**src/rtl/neuron_scheduler.sv**
```systemverilog
// neuron_scheduler: evaluates NUM_NEURONS integrate-and-fire neurons with one shared serial accumulator.
// Optional feature macro NEURON_SAT_EN: accumulator saturates at 2^SUMW-1 instead of wrapping.
`ifndef NUM_SPIKES
`define NUM_SPIKES 4
`endif
`ifndef WBITS
`define WBITS 4
`endif
`ifndef THRESHOLD
`define THRESHOLD 8
`endif

module neuron_scheduler #(
  parameter int          NUM_NEURONS = 4,
  parameter int          SUMW        = 9,
  parameter int unsigned THRESH      = `THRESHOLD,
  localparam int         AW          = (NUM_NEURONS * `NUM_SPIKES > 1) ?
                                       $clog2(NUM_NEURONS * `NUM_SPIKES) : 1
) (
  input  logic                   clk,
  input  logic                   rst_n,
  input  logic                   volley_valid,
  output logic                   volley_ready,
  input  logic [`NUM_SPIKES-1:0] spikes_in,
  output logic                   w_rd_en,
  output logic [AW-1:0]          w_rd_addr,
  input  logic [`WBITS-1:0]      w_rd_data,
  output logic                   out_valid,
  input  logic                   out_ready,
  output logic [NUM_NEURONS-1:0] spikes_out,
  output logic                   busy
);

  localparam int S   = `NUM_SPIKES;
  localparam int NS  = NUM_NEURONS * S;
  localparam int KW  = $clog2(NS + 1);
  localparam int SIW = (S > 1) ? $clog2(S) : 1;
  localparam int NW  = (NUM_NEURONS > 1) ? $clog2(NUM_NEURONS) : 1;
  localparam int XW  = ((SUMW > `WBITS) ? SUMW : `WBITS) + 1;

  localparam logic [KW-1:0]  NS_K    = KW'(NS);
  localparam logic [SIW-1:0] LAST_IN = SIW'(S - 1);
  localparam logic [NW-1:0]  LAST_N  = NW'(NUM_NEURONS - 1);
  localparam logic [XW-1:0]  SAT_X   = {{(XW - SUMW){1'b0}}, {SUMW{1'b1}}};

  typedef enum logic [1:0] {
    ST_IDLE,
    ST_RUN,
    ST_OUT
  } state_t;

  state_t                 state;
  state_t                 state_next;
  logic [KW-1:0]          k;
  logic [S-1:0]           spikes_q;
  logic                   rd_pend;
  logic [SIW-1:0]         d_in;
  logic [NW-1:0]          d_neuron;
  logic [SUMW-1:0]        acc;
  logic [SUMW-1:0]        acc_next;
  logic [NUM_NEURONS-1:0] result;
  logic [XW-1:0]          term;
  logic [XW-1:0]          base;
  logic [XW-1:0]          wide;
  logic                   fire;
  logic                   accept;
  logic                   issue;
  logic                   last_acc;

  assign accept   = (state == ST_IDLE) && volley_valid;
  assign issue    = (state == ST_RUN) && (k < NS_K);
  assign last_acc = rd_pend && (d_in == LAST_IN) && (d_neuron == LAST_N);

  always_ff @(posedge clk or negedge rst_n) begin
    if (!rst_n) state <= ST_IDLE;
    else        state <= state_next;
  end

  always_comb begin
    state_next = state;
    case (state)
      ST_IDLE: if (volley_valid) state_next = ST_RUN;
      ST_RUN:  if (last_acc)     state_next = ST_OUT;
      ST_OUT:  if (out_ready)    state_next = ST_IDLE;
      default:                   state_next = ST_IDLE;
    endcase
  end

  // Read side: one address per cycle, strictly incrementing from 0.
  always_ff @(posedge clk or negedge rst_n) begin
    if (!rst_n) begin
      k        <= '0;
      spikes_q <= '0;
      rd_pend  <= 1'b0;
    end else begin
      rd_pend <= issue;
      if (accept) begin
        k        <= '0;
        spikes_q <= spikes_in;
      end else if (issue) begin
        k <= k + KW'(1);
      end
    end
  end

  // Input index 0 restarts the sum, so no clear is needed between neurons.
  always_comb begin
    term     = '0;
    base     = '0;
    wide     = '0;
    acc_next = acc;
    fire     = 1'b0;
    if (spikes_q[d_in]) term = XW'(w_rd_data);
    if (d_in != '0)     base = XW'(acc);
    wide = base + term;
`ifdef NEURON_SAT_EN
    if (wide > SAT_X) acc_next = '1;
    else              acc_next = wide[SUMW-1:0];
`else
    acc_next = wide[SUMW-1:0];
`endif
    fire = 32'(acc_next) > THRESH;
  end

  always_ff @(posedge clk or negedge rst_n) begin
    if (!rst_n) begin
      d_in     <= '0;
      d_neuron <= '0;
      acc      <= '0;
      result   <= '0;
    end else if (rd_pend) begin
      acc <= acc_next;
      if (d_in == LAST_IN) begin
        result[d_neuron] <= fire;
        d_in             <= '0;
        d_neuron         <= (d_neuron == LAST_N) ? '0 : d_neuron + NW'(1);
      end else begin
        d_in <= d_in + SIW'(1);
      end
    end
  end

  assign volley_ready = (state == ST_IDLE);
  assign w_rd_en      = issue;
  assign w_rd_addr    = issue ? AW'(k) : '0;
  assign out_valid    = (state == ST_OUT);
  assign spikes_out   = result;
  assign busy         = (state != ST_IDLE);

endmodule

```
**config.mk**
```make
export PLATFORM = sky130hd
export DESIGN_NAME = neuron_scheduler
export DESIGN_NICKNAME = d
export VERILOG_FILES = /design/src/rtl/neuron_scheduler.sv
export SDC_FILE = /design/constraint.sdc
export NUM_CORES = 1
export LEC_CHECK = 0
export ABC_AREA = 1
export CORE_ASPECT_RATIO = 0.6
export CORE_MARGIN = 4
export CORE_UTILIZATION = 60
export CTS_BUF_LIST = sky130_fd_sc_hd__clkbuf_8
export DETAILED_ROUTE_END_ITERATION = 10
export DONT_BUFFER_PORTS = 1
export PLACE_DENSITY = 0.77
export REMOVE_ABC_BUFFERS = 1
export SETUP_SLACK_MARGIN = 0.02
export SKIP_LAST_GASP = 1
export SLEW_MARGIN = 20
export SYNTH_ARGS = -nofsm -noshare
export SYNTH_HDL_FRONTEND = slang
export SYNTH_SLANG_ARGS = --single-unit
```
**constraint.sdc**
```tcl
create_clock -name clk -period 3 [get_ports clk]
set_input_delay 0.6 -clock clk [delete_from_list [all_inputs] [get_ports clk]]
set_output_delay 0.6 -clock clk [all_outputs]
set_load 0.01 [all_outputs]
```
==> Word-level counts from Yosys, hierarchy flattened <==
Index checks and enable logic that the tools add are counted.
Widths: inputs -> output; s select.
{ "classes": {"add_sub_neg": 4, "order_cmp": 5, "eq_ne": 7, "n_mux": 16, "reduce_logical": 11} }
{ "ops": {"columns": ["op", "n"], "rows": [
  ["$mux 2", 5],
  ["$mux 5", 2],
  ["$add 9x9->9", 1],
  ["$gt 9x4->1 const B", 1],
  ["$mux 9", 1],
  ["$mux 4", 2],
  ["$eq 2x2->1 const B", 3],
  ["$lt 2x3->1 const B", 2],
  ["$pmux 2 s3", 1],
  ["$reduce_bool 2->1", 3],
  ["$add 5x1->5 const B", 1],
  ["$logic_and 1x1->1", 5],
  ["$lt 5x5->1 const B", 1],
  ["$add 2x1->2 const B", 2],
  ["$bwmux 4", 1],
  ["$ne 2x2->1 const B", 2],
  ["$reduce_and 3->1", 1],
  ["$bmux 1 s2", 1],
  ["$demux 1 s2", 1],
  ["$eq 2x1->1 const B", 1],
  ["$ge 2x1->1 const B", 1],
  ["$logic_not 2->1", 1],
  ["$mux 1", 2],
  ["$ne 2x1->1 const B", 1],
  ["$reduce_and 2->1", 1]
]} }
{ "word_totals": {"regBits": 29, "inputBits": 12, "out_inout_bits": 12, "word_cells": 51} }

==> Logic depth before layout (Yosys ltp) <==
Gate-level depths: netlist (run 1).
{ "depth": {"word_depth": 6, "mapped_depth": 15, "mapped_depth_nobuf": 15} }

==> Worst setup path after synthesis (run 1) <==
No wires, ideal clock.
{ "synth_path": {"path_kind": "register to register", "startpoint": "register d_in[0]", "endpoint": "register result[0], in the netlist spikes_out[0]", "setup_time_ns": 0.116, "t_arrival_ns": 2.151, "t_required_ns": 2.884, "slack_ns": 0.733, "stages_incl_launch_ff": 14, "n_path_buf": 0, "path_cell_list": "dfrtp_1 > inv_1 > ha_1 > nor2_1 > ha_1 > fa_1 > nand3_1 > nand2_1 > nand3_1 > nand2_1 > nor2_2 > nand3_2 > nand2_1 > nand2_1"} }
{ "synth_via": {"elab_chain_len": 6, "word_cells_on_any_way": 10, "cone_classes": "add/sub (1); order compare (1); eq/ne (1); mux (5); reduce/logical (2)"} }
{ "synth_lines": {"columns": ["element", "line", "source"], "rows": [
  ["from (decl)", "57", "logic [SIW-1:0] d_in;"],
  ["from (signal assigned)", "138", "d_in <= d_in + SIW'(1);"],
  ["$bmux 1 s2", "113", "if (spikes_q[d_in]) term = XW'(w_rd_data);"],
  ["$mux 1 (not written as such)", "113", null],
  ["$mux 4", "113", null],
  ["$add 9x9->9", "115", "wide = base + term;"],
  ["$gt 9x4->1", "122", "fire = 32'(acc_next) > THRESH;"],
  ["$bwmux 4", "134", "result[d_neuron] <= fire;"],
  ["to (signal, indexed assignment)", "134", null],
  ["to (decl)", "61", "logic [NUM_NEURONS-1:0] result;"]
]} }
Parallel ways exist; a longest one is shown, timed or not. The select of a mux whose other input is x is not followed.
A chain may end at the register's enable or synchronous reset.

==> Final worst setup path (run 1) <==
{ "layout_path": {"startpoint": "register d_in[0]", "endpoint": "register result[2], in the netlist spikes_out[2]"} }
Same word-level chain as after synthesis.

==> results of run 1 <==
==> sequential cells by signal, summed over array words and instances (netlist names) <==
| register | count |
|---|---|
| k | 5 |
| spikes_q | 4 |
| d_neuron | 2 |
| d_in | 2 |
| acc | 9 |
| state | 2 |
| rd_pend | 1 |
| spikes_out | 4 |
==> worst register-to-register path: cells and delay by family (launching register included) <==
family                     cells  cell delay [ns]
adders and majority gates      3             0.99
DFF                            1             0.42
and+or+nand+nor                9             0.94
buffers and inverters          1             0.13
==> repair_timing <==
action	4_1_cts	5_1_grt
hold endpoints to repair	0	22
hold buffers	0	2
resized for setup	0	0
==> layout make-up <==
cell class              count  area, um2
fillers                   204        737
inverters                  38        145
clock buffers               7       96.3
well taps                  40       50.0
flip-flops and latches     29        726
multi-input cells         158        866
repair buffers              2       20.0
clock inverters             1       5.00
==> cell families after synthesis <==
family,count (synthesis),synth area share (%)
simple gates,118,31.1
buf+inv,40,8.75
flops,29,41.6
compound gates,26,8.11
fa+ha+maj,12,9.04
xor+xnor,2,1.44
==> placed cells by master (no fill, tap or decap) <==
| cell type | n |
|---|---|
| nor2_1 | 24 |
| a31oi_1 | 1 |
| o21ai_1 | 2 |
| nand3_2 | 4 |
| dlygate4sd3_1 | 2 |
| nor2_2 | 4 |
| a21oi_1 | 7 |
| nand2_4 | 1 |
| nor2_4 | 2 |
| a211oi_1 | 1 |
| nand2_2 | 7 |
| clkinv_2 | 1 |
| o21ai_0 | 13 |
| fa_1 | 1 |
| inv_4 | 1 |
| xnor2_2 | 1 |
| a32o_1 | 1 |
| xnor2_1 | 1 |
| inv_1 | 35 |
| or2_1 | 1 |
| ha_1 | 11 |
| nand3_1 | 15 |
| dfrtp_1 | 29 |
| o31ai_1 | 1 |
| clkbuf_8 | 7 |
| inv_2 | 2 |
| nand4_1 | 1 |
| nand2_1 | 59 |
==> metrics by stage <==
step | hold WS (ns) | power (mW)
after floorplan | 0.304 | 1.49
final | 0.412 | 2.10
after global routing | 0.410 | 2.30
after CTS | 0.00788 | 2.09
after detailed placement | 0.305 | 1.73
after global placement | 0.305 | 1.66
==> metal layers <==
layer | global-route usage [%] | vias to the layer above
li1 | - | 724
met1 | 27.9 | 696
met2 | 34.8 | 56
met3 | 7.45 | 16
met4 | 9.17 | 0
met5 | 0 | -
==> report_power, final <==
group,internal (mW),leakage [nW],switching [mW],total [mW]
clock network,0.207,0.0542,0.146,0.353
registers,0.564,0.357,0.155,0.719
logic,0.342,0.591,0.687,1.03
total,1.11,1.00,0.988,2.10
==> final timing paths <==
check / start / end / slack (ns) / depth (start not counted)
min reg2reg: acc[2]$_DFFE_PN0P_ / acc[2]$_DFFE_PN0P_ / 0.49 / 2
max in group asynchronous: rst_n / acc[7]$_DFFE_PN0P_ / 1.51 / 1
max: d_in[0]$_DFFE_PN0P_ / spikes_out[2]$_DFFE_PN0P_ / 0.41 / 13
min in group asynchronous: rst_n / state[1]$_DFFE_PN0P_ / 0.66 / 1
max reg2reg: d_in[0]$_DFFE_PN0P_ / spikes_out[2]$_DFFE_PN0P_ / 0.41 / 13
min: out_ready / state[1]$_DFFE_PN0P_ / 0.41 / 1
==> results.txt, run 1 <==
Clk_lat worst skew - 0.28 ns
Post-synth ARST share - 100%
Maxcap violations - 0
CP delay by family, top - adder cells
Area delta synth->final - 9.40%
Die Width - 77.6 um
Max stage delay on crit path - 0.42 ns
WL met1 - 1670 um
Leakage power - 1.00 nW
Mean Syn Cell Area - 7.68 um2
Post-DP Area - 1790 um2
Tightest Pin Transition - 0.944 ns
Post-Route WL - 3850 um
Via-per-instance ratio - 5.43
Iteration-0 DRC Markers - 83
Hold Path Class - in -> reg
Period utilisation layout - 86.4%
Synthesized netlist cell count - 227
Clock root cell - clkbuf_8
Critical Path Sink Type - flop
GRT Overall Usage - 22.1%
Fin. max-slew vios - 0
Via count - 1492
Power per cell area - 1100 nW/um2
WL met2 - 1780 um
Fin Setup TNS - 0 ns
Worst Setup Slack post-DPL - 0.431 ns
Netlist cell types - 26
Row count - 14
Clock-pin slew on the worst setup and hold paths - 0.06 ns
Final HPWL DP - 2930 um
Critical path, cell by cell - inv_1, ha_1, nor2_1, ha_1, fa_1, nand3_1, nand2_1, nand3_1, nand2_1, nor2_2, nand3_2, nand2_1, nand2_1
Post-synth top area share - 41.6%
Worst path most repeated cell - nand2_1
GRT overflow - 0
Num Clock Sinks - 29
Layout cell share with drive strength beyond 1 - 12.8%
Main synth FF type - dfrtp_1
TritonCTS Buffers - 5
Synth warn - 0
Critical Path Slowest Stage Cell - dfrtp_1
Final hold violation count - 0
Sequential fraction of the synthesis area - 41.6%
CTS tree - yes
Chip height - 49.8 um
EDFF count, synth - 0
Initial antenna violation count - 0
Metal3 WL - 298 um
First-pass GRT wire length - 6600 um
CP Launch Type - flop
Post-CTS setup buffers - 0
Remaining antenna violation count - 0
Vias in the first global route - 1463
Clock buffer depth - 2
Non-filler cells, final - 275
Fin area - 1910 um2
Final worst slack - 0.407 ns
IO buf count - 0
# setup viols final - 0
Starting density of the core - 65.9%
Pin count of the biggest net entering global routing - 30
Core Region - 2650 um2
Fmax - 386 MHz
Max Used Layer - met4
Final Util - 72.1%
Synth top area cells - dfrtp_1 42%, nand2_1 13%, ha_1 7.9%
Top-count cell post-synth - nand2_1
Post-placement cell count - 265
Length of the first detailed-routing pass in iterations - 4
N_diodes - 0
Avg WL per Cell - 14.0 um
Max-slew headroom - 36.9%
VDD IR max - 0.562 mV
Data arrival, critical path - 2.76 ns
Commonest cells in the netlist - 59 x nand2_1, 35 x inv_1, 29 x dfrtp_1
Min cycle time layout - 2.59 ns
Critical Path RT - 3.16 ns
DIE AREA - 3860 um2
# IOs - 24
Synth Register Bits - 29
# DRC - 0
CTS H-tree lvls - 2
RSZ-0062 raised after global routing - false
Gpl congestion - 0.895
Status - completed
Cell Area, Synth - 1740 um2
WP buf/inv - 1
Final Skew - 0.00513 ns
Fin nets - 258
Critical-path maximum fanout - 7
Yosys top cell by area - dfrtp_1
Crit path kind - reg -> reg
No activity file was read; power rests on OpenSTA's default activity.
==> run 2, diff against run 1 <==
--- a/config.mk
+++ b/config.mk
@@ -8,11 +8,11 @@
 export ABC_AREA = 1
 export CORE_ASPECT_RATIO = 0.6
 export CORE_MARGIN = 4
-export CORE_UTILIZATION = 60
+export CORE_UTILIZATION = 65
 export CTS_BUF_LIST = sky130_fd_sc_hd__clkbuf_8
 export DETAILED_ROUTE_END_ITERATION = 10
 export DONT_BUFFER_PORTS = 1
-export PLACE_DENSITY = 0.77
+export PLACE_DENSITY = 0.82
 export REMOVE_ABC_BUFFERS = 1
 export SETUP_SLACK_MARGIN = 0.02
 export SKIP_LAST_GASP = 1
==> run 2 against run 1 <==
Global-route usage up 2.6 points. Critical path depth did not move. Via count fell by 2.7%. Final area shrank 1.6%. Clock skew down 0.0011 ns. Final cell count shrank 2.9%. Non-clock buffer count is the same. Clock power shrank 9.6%. Combinational power barely moved. Sequential share of layout area increased by 0.61 points. Critical path type unchanged. Largest power group unchanged.
==> results.txt, run 2 (synthesis results as in run 1) <==
Via count - 1452 (-2.7%)
CTS tree - yes
Post-CTS setup buffers - 0 (unchanged)
Chip height - 48.1 um (-3.3%)
R2r setup slk - 0.41 ns (about the same)
Starting density of the core - 68.7% (+2.7 points)
Clk_lat worst skew - 0.29 ns (about the same)
Critical Path RT - 3.18 ns (+0.02 ns)
# IOs - 24 (unchanged)
Switching power total - 1.01 mW (+2.0%)
Fin. max-slew vios - 0 (unchanged)
Commonest non-fill, non-tap cells in the layout - 59 x nand2_1, 35 x inv_1, 29 x dfrtp_1, 24 x nor2_1, 15 x nand3_1
Worst reg2reg startpoint - d_in[0]$_DFFE_PN0P_
Fin nets - 258 (unchanged)
Num Clock Sinks - 29 (unchanged)
Depth of the most critical reg-to-reg path - 13 (unchanged)
# setup viols final - 0 (unchanged)
Post-Route WL - 3870 um (+0.31%)
Length of the first detailed-routing pass in iterations - 5 (+1)
Period utilisation layout - 86.4% (about the same)
CTS resizes - 0 (unchanged)
Hold Path Class - in -> async
Final hold violation count - 0 (unchanged)
RSZ-0062 raised after global routing - false
Area delta synth->final - 7.68%
Layout cell share with drive strength beyond 1 - 13.2% (+0.43 points)
WP buf/inv - 1 (unchanged)
Max-slew headroom - 63.6% (+27 points)
Hold Buf Count CTS - 1 (+1)
Commonest non-fill, non-tap cell in the layout - nand2_1
N_diodes - 0 (unchanged)
TritonCTS Buffers - 5 (unchanged)
CP delay by family, top - adder cells
Fmax - 386 MHz (about the same)
Internal power - 1.07 mW (-4.3%)
Worst Setup Slack post-DPL - 0.447 ns (+0.0169 ns)
Vias in the first global route - 1346 (-8.0%)
Remaining antenna violation count - 0 (unchanged)
First-pass GRT wire length - 6240 um (-5.4%)
Core Region - 2540 um2 (-4.0%)
CP Launch Type - flop
Data arrival, critical path - 2.77 ns (about the same)
Iteration-0 DRC Markers - 128 (+54%)
Max stage delay on crit path - 0.43 ns (about the same)
Via-per-instance ratio - 5.44 (+0.23%)
Top flop regs - acc x9, k x5
Critical Path Slowest Stage Cell - dfrtp_1
Avg WL per Cell - 14.5 um (+3.3%)
Switching Share - 48.6% (+1.6 points)
Largest register FFs - 9 (unchanged)
Die Width - 74.9 um (-3.5%)
Worst path most repeated cell - nand2_1
GRT overflow - 0 (unchanged)
DIE AREA - 3600 um2 (-6.7%)
Row count - 14 (unchanged)
CTS H-tree lvls - 2 (unchanged)
Critical Path Sink Type - flop
Final Skew - 0.00404 ns (-0.00109 ns)
Clock buffer depth - 2 (unchanged)
Gpl congestion - 0.904 (+0.96%)
Clock Power Share - 15.4% (-1.4 points)
Maxcap violations - 0 (unchanged)
Critical-path maximum fanout - 7 (unchanged)
Pin count of the biggest net entering global routing - 25 (-17%)
Status - completed
Tot Pwr - 2.07 mW (-1.3%)
Share of power burned in combinational logic - 49.6% (+0.6 points)
Power per cell area - 1100 nW/um2 (+0.23%)
Leakage power - 0.992 nW (-1.1%)
GRT Overall Usage - 24.7% (+2.6 points)
Final HPWL DP - 2870 um (-1.8%)
Min cycle time layout - 2.59 ns (-0.00108 ns)
Fin Setup TNS - 0 ns (unchanged)
Sequential Power Share - 35.0% (+0.8 points)
IO buf count - 0 (unchanged)
Initial antenna violation count - 0 (unchanged)
R2R Path End - spikes_out[1]$_DFFE_PN0P_
Critical path, cell by cell - inv_1, ha_1, nor2_1, ha_1, fa_1, xnor2_1, nand2_1, nand3_1, nand2_1, nor2_2, nand3_2, nand2_1, nand2_1
VDD IR max - 0.540 mV (-3.9%)
Tightest Pin Transition - 0.546 ns (-0.398 ns)
Final Util - 73.9% (+1.8 points)
Clock-pin slew on the worst setup and hold paths - 0.07 ns (about the same)
Crit path kind - reg -> reg
Clock root cell - clkbuf_8
Final worst slack - 0.408 ns (+0.00108 ns)
# DRC - 0 (unchanged)
Register with the most flip-flops - acc
run 2: changes by cell type in the layout (fill, tap and decap cells not counted):
cell | before | now
buf_2 | 0 | 1
clkbuf_8 | 7 | 5
clkinv_2 | 1 | 2
clkinvlp_4 | 0 | 1
dlygate4sd3_1 | 2 | 1
run 2: final cells by class:
class | count | area (um2)
Sequential cell | 29 | 726
Tap cell | 32 | 40.0
Inverter | 38 | 145
Clock inverter | 3 | 17.5
Multi-Input combinational cell | 158 | 866
Clock buffer | 5 | 68.8
Timing Repair Buffer | 2 | 15.0
Fill cell | 195 | 662
run 2: per-layer routing:
layer,vias to the layer above,share of wire [%],wire length [um],GRT usage (%)
met5,-,0,0,0
met4,0,2.6,102,16.0
met3,12,6.2,239,6.58
met2,55,47,1830,38.6
met1,664,44,1690,31.3
li1,721,-,-,-
run 2: stage by stage:
| stage | instance area [um2] | hold slack (ns) | instances |
|---|---|---|---|
| after floorplan | 1740 | 0.304 | 225 |
| after global placement | 1780 | 0.305 | 257 |
| after detailed placement | 1780 | 0.305 | 257 |
| after CTS | 1870 | 0.00254 | 266 |
| after global routing | 1880 | 0.313 | 267 |
| final | 1880 | 0.281 | 267 |
run 2: power by group through the flow:
stage	combinational, mW	sequential (mW)	clock (mW)
6_report	1.03	0.726	0.319
3_3_place_gp	0.940	0.714	0
4_1_cts	1.02	0.721	0.320
5_1_grt	1.17	0.745	0.342
3_5_place_dp	1.00	0.724	0
2_1_floorplan	0.805	0.682	0
run 2: worst max path at each step:
stage	start	to	depth (start not counted)
after floorplan	d_in[0]$_DFFE_PN0P_	spikes_out[0]$_DFFE_PN0P_	13
after global placement	d_in[0]$_DFFE_PN0P_	spikes_out[1]$_DFFE_PN0P_	13
after detailed placement	d_in[0]$_DFFE_PN0P_	spikes_out[1]$_DFFE_PN0P_	13
after CTS	d_in[0]$_DFFE_PN0P_	spikes_out[2]$_DFFE_PN0P_	13
after global routing	d_in[0]$_DFFE_PN0P_	spikes_out[1]$_DFFE_PN0P_	13
final	d_in[0]$_DFFE_PN0P_	spikes_out[1]$_DFFE_PN0P_	13
==> run 3, diff against run 2 <==
==> constraint.sdc (replaced) <==
create_clock -name clk -period 3 [get_ports clk]
set_input_delay 0 -clock clk [delete_from_list [all_inputs] [get_ports clk]]
set_output_delay 0 -clock clk [all_outputs]
set_load 0.01 [all_outputs]
==> run 3 against run 2 <==
Clock power hardly changed. First-iteration DRC count is 6.3% lower. Die area stayed put. Combinational power hardly changed. Final area is 3.5% higher. Critical path depth stayed put. Largest power group unchanged. Highest routed layer unchanged.
==> results.txt, run 3 (synthesis results as in run 1) <==
Commonest non-fill, non-tap cells in the layout - 59 x nand2_1, 35 x inv_1, 29 x dfrtp_1, 24 x nor2_1, 15 x nand3_1
Core Region - 2540 um2 (unchanged)
Status - completed
Via count - 1482 (+2.1%)
Tightest Pin Transition - 0.532 ns (-0.0137 ns)
N_diodes - 0 (unchanged)
Non-filler cells, final - 272 (+1.9%)
Register with the most flip-flops - acc
Tot Pwr - 2.08 mW (+0.56%)
Crit path kind - reg -> reg
Largest register FFs - 9 (unchanged)
Die Width - 74.9 um (unchanged)
RSZ-0062 raised after global routing - false
Row count - 14 (unchanged)
Critical Path RT - 3.18 ns (about the same)
GRT Overall Usage - 25.3% (+0.56 points)
Clock-pin slew on the worst setup and hold paths - 0.07 ns (about the same)
Fmax - 385 MHz (-0.29%)
Final worst slack - 0.401 ns (-0.00742 ns)
Fin nets - 263 (+1.9%)
Final hold violation count - 0 (unchanged)
First-pass GRT wire length - 6400 um (+2.5%)
Worst hold slack - 0.0832 ns (-0.198 ns)
Hold Path Class - in -> reg
CP Launch Type - flop
Post-Route WL - 3900 um (+0.88%)
Max-slew headroom - 64.5% (+0.92 points)
Avg WL per Cell - 14.3 um (-0.97%)
GRT overflow - 0 (unchanged)
Initial antenna violation count - 0 (unchanged)
DIE AREA - 3600 um2 (unchanged)
Fin. max-slew vios - 0 (unchanged)
Num Clock Sinks - 29 (unchanged)
Layout cell share with drive strength beyond 1 - 12.9% (-0.27 points)
Pin count of the biggest net entering global routing - 30 (+20%)
Clk_lat worst skew - 0.29 ns (about the same)
Critical-path maximum fanout - 7 (unchanged)
Chip height - 48.1 um (unchanged)
Power per cell area - 1070 nW/um2 (-2.8%)
CTS tree - yes
Iteration-0 DRC Markers - 120 (-6.3%)
Leakage power - 1.02 nW (+2.7%)
Final HPWL DP - 2870 um (unchanged)
Critical Path Sink Type - flop
Min cycle time layout - 2.60 ns (+0.00742 ns)
Post-DP Area - 1780 um2 (unchanged)
Area delta synth->final - 11.4%
VDD IR max - 0.544 mV (+0.60%)
Remaining antenna violation count - 0 (unchanged)
Fin Setup TNS - 0 ns (unchanged)
IO buf count - 0 (unchanged)
Period utilisation layout - 86.6% (+0.25 points)
TritonCTS Buffers - 5 (unchanged)
Clock root cell - clkbuf_8
CTS H-tree lvls - 2 (unchanged)
Worst Setup Slack post-DPL - 0.447 ns (unchanged)
Via-per-instance ratio - 5.45 (+0.19%)
Length of the first detailed-routing pass in iterations - 4 (-1)
Final Util - 76.5% (+2.6 points)
Vias in the first global route - 1386 (+3.0%)
Starting density of the core - 68.7% (unchanged)
Final Skew - 0.00566 ns (+0.00162 ns)
Commonest non-fill, non-tap cell in the layout - nand2_1
# setup viols final - 0 (unchanged)
Post-placement cell count - 257 (unchanged)
Maxcap violations - 0 (unchanged)
# DRC - 0 (unchanged)
Clock buffer depth - 2 (unchanged)
Data arrival, critical path - 2.78 ns (about the same)
Fillers - 184 (-5.6%)
Fin area - 1940 um2 (+3.5%)
Top flop regs - acc x9, k x5
# IOs - 24 (unchanged)
Gpl congestion - 0.904 (unchanged)
==> run 3: power breakdown <==
part           switching, mW  internal, mW  leakage (nW)
Clock                  0.159         0.160        0.0439
Combinational          0.691         0.348         0.617
Sequential             0.162         0.564         0.357
Total                   1.01          1.07          1.02
==> run 3: timing repair <==
| item | 4_1_cts | 5_1_grt |
|---|---|---|
| endpoints found under the hold margin | 34 | 0 |
| setup buffers | 0 | 0 |
| gates resized for setup | 0 | 0 |
| hold buffers | 7 | 0 |
==> run 3: final timing paths <==
kind                                    startpoint                        end  slack (ns)  cells past startpoint
min in group asynchronous                    rst_n    d_neuron[0]$_DFFE_PN0P_        0.14                      2
max reg2reg                    d_in[0]$_DFFE_PN0P_  spikes_out[1]$_DFFE_PN0P_        0.40                     13
min                                   volley_valid       state[0]$_DFFE_PN0P_        0.08                      2
max                            d_in[0]$_DFFE_PN0P_  spikes_out[1]$_DFFE_PN0P_        0.40                     13
max in group asynchronous                    rst_n           k[0]$_DFFE_PN0P_        2.69                      2
min reg2reg                spikes_q[0]$_DFFE_PN0P_    spikes_q[0]$_DFFE_PN0P_        0.49                      2
==> run 3: worst max-delay path: stages, from the launching register on <==
cell and delay (ns):
dfrtp_1 0.43, inv_1 0.14, ha_1 0.35, nor2_1 0.09
ha_1 0.24, fa_1 0.42, xnor2_1 0.23, nand2_1 0.08
nand3_1 0.09, nand2_1 0.07, nor2_2 0.12, nand3_2 0.11
nand2_1 0.09, nand2_1 0.04
==> run 3: cell type report <==
class | instances | area [um2] | area share [%]
multi-input combinational | 158 | 866 | 44.6
sequential | 29 | 726 | 37.3
inverter | 38 | 145 | 7.47
timing repair buffer | 7 | 80.1 | 4.12
clock buffer | 5 | 68.8 | 3.54
tap | 32 | 40.0 | 2.06
clock inverter | 3 | 17.5 | 0.901
==> run 3: per-layer routing <==
layer | global-route usage (%) | vias to the layer above | part of all wire [%]
met3 | 7.00 | 13 | 5.2
met5 | 0 | - | 0
li1 | - | 733 | -
met4 | 14.5 | 0 | 2.7
met2 | 41.0 | 48 | 48
met1 | 31.3 | 688 | 44
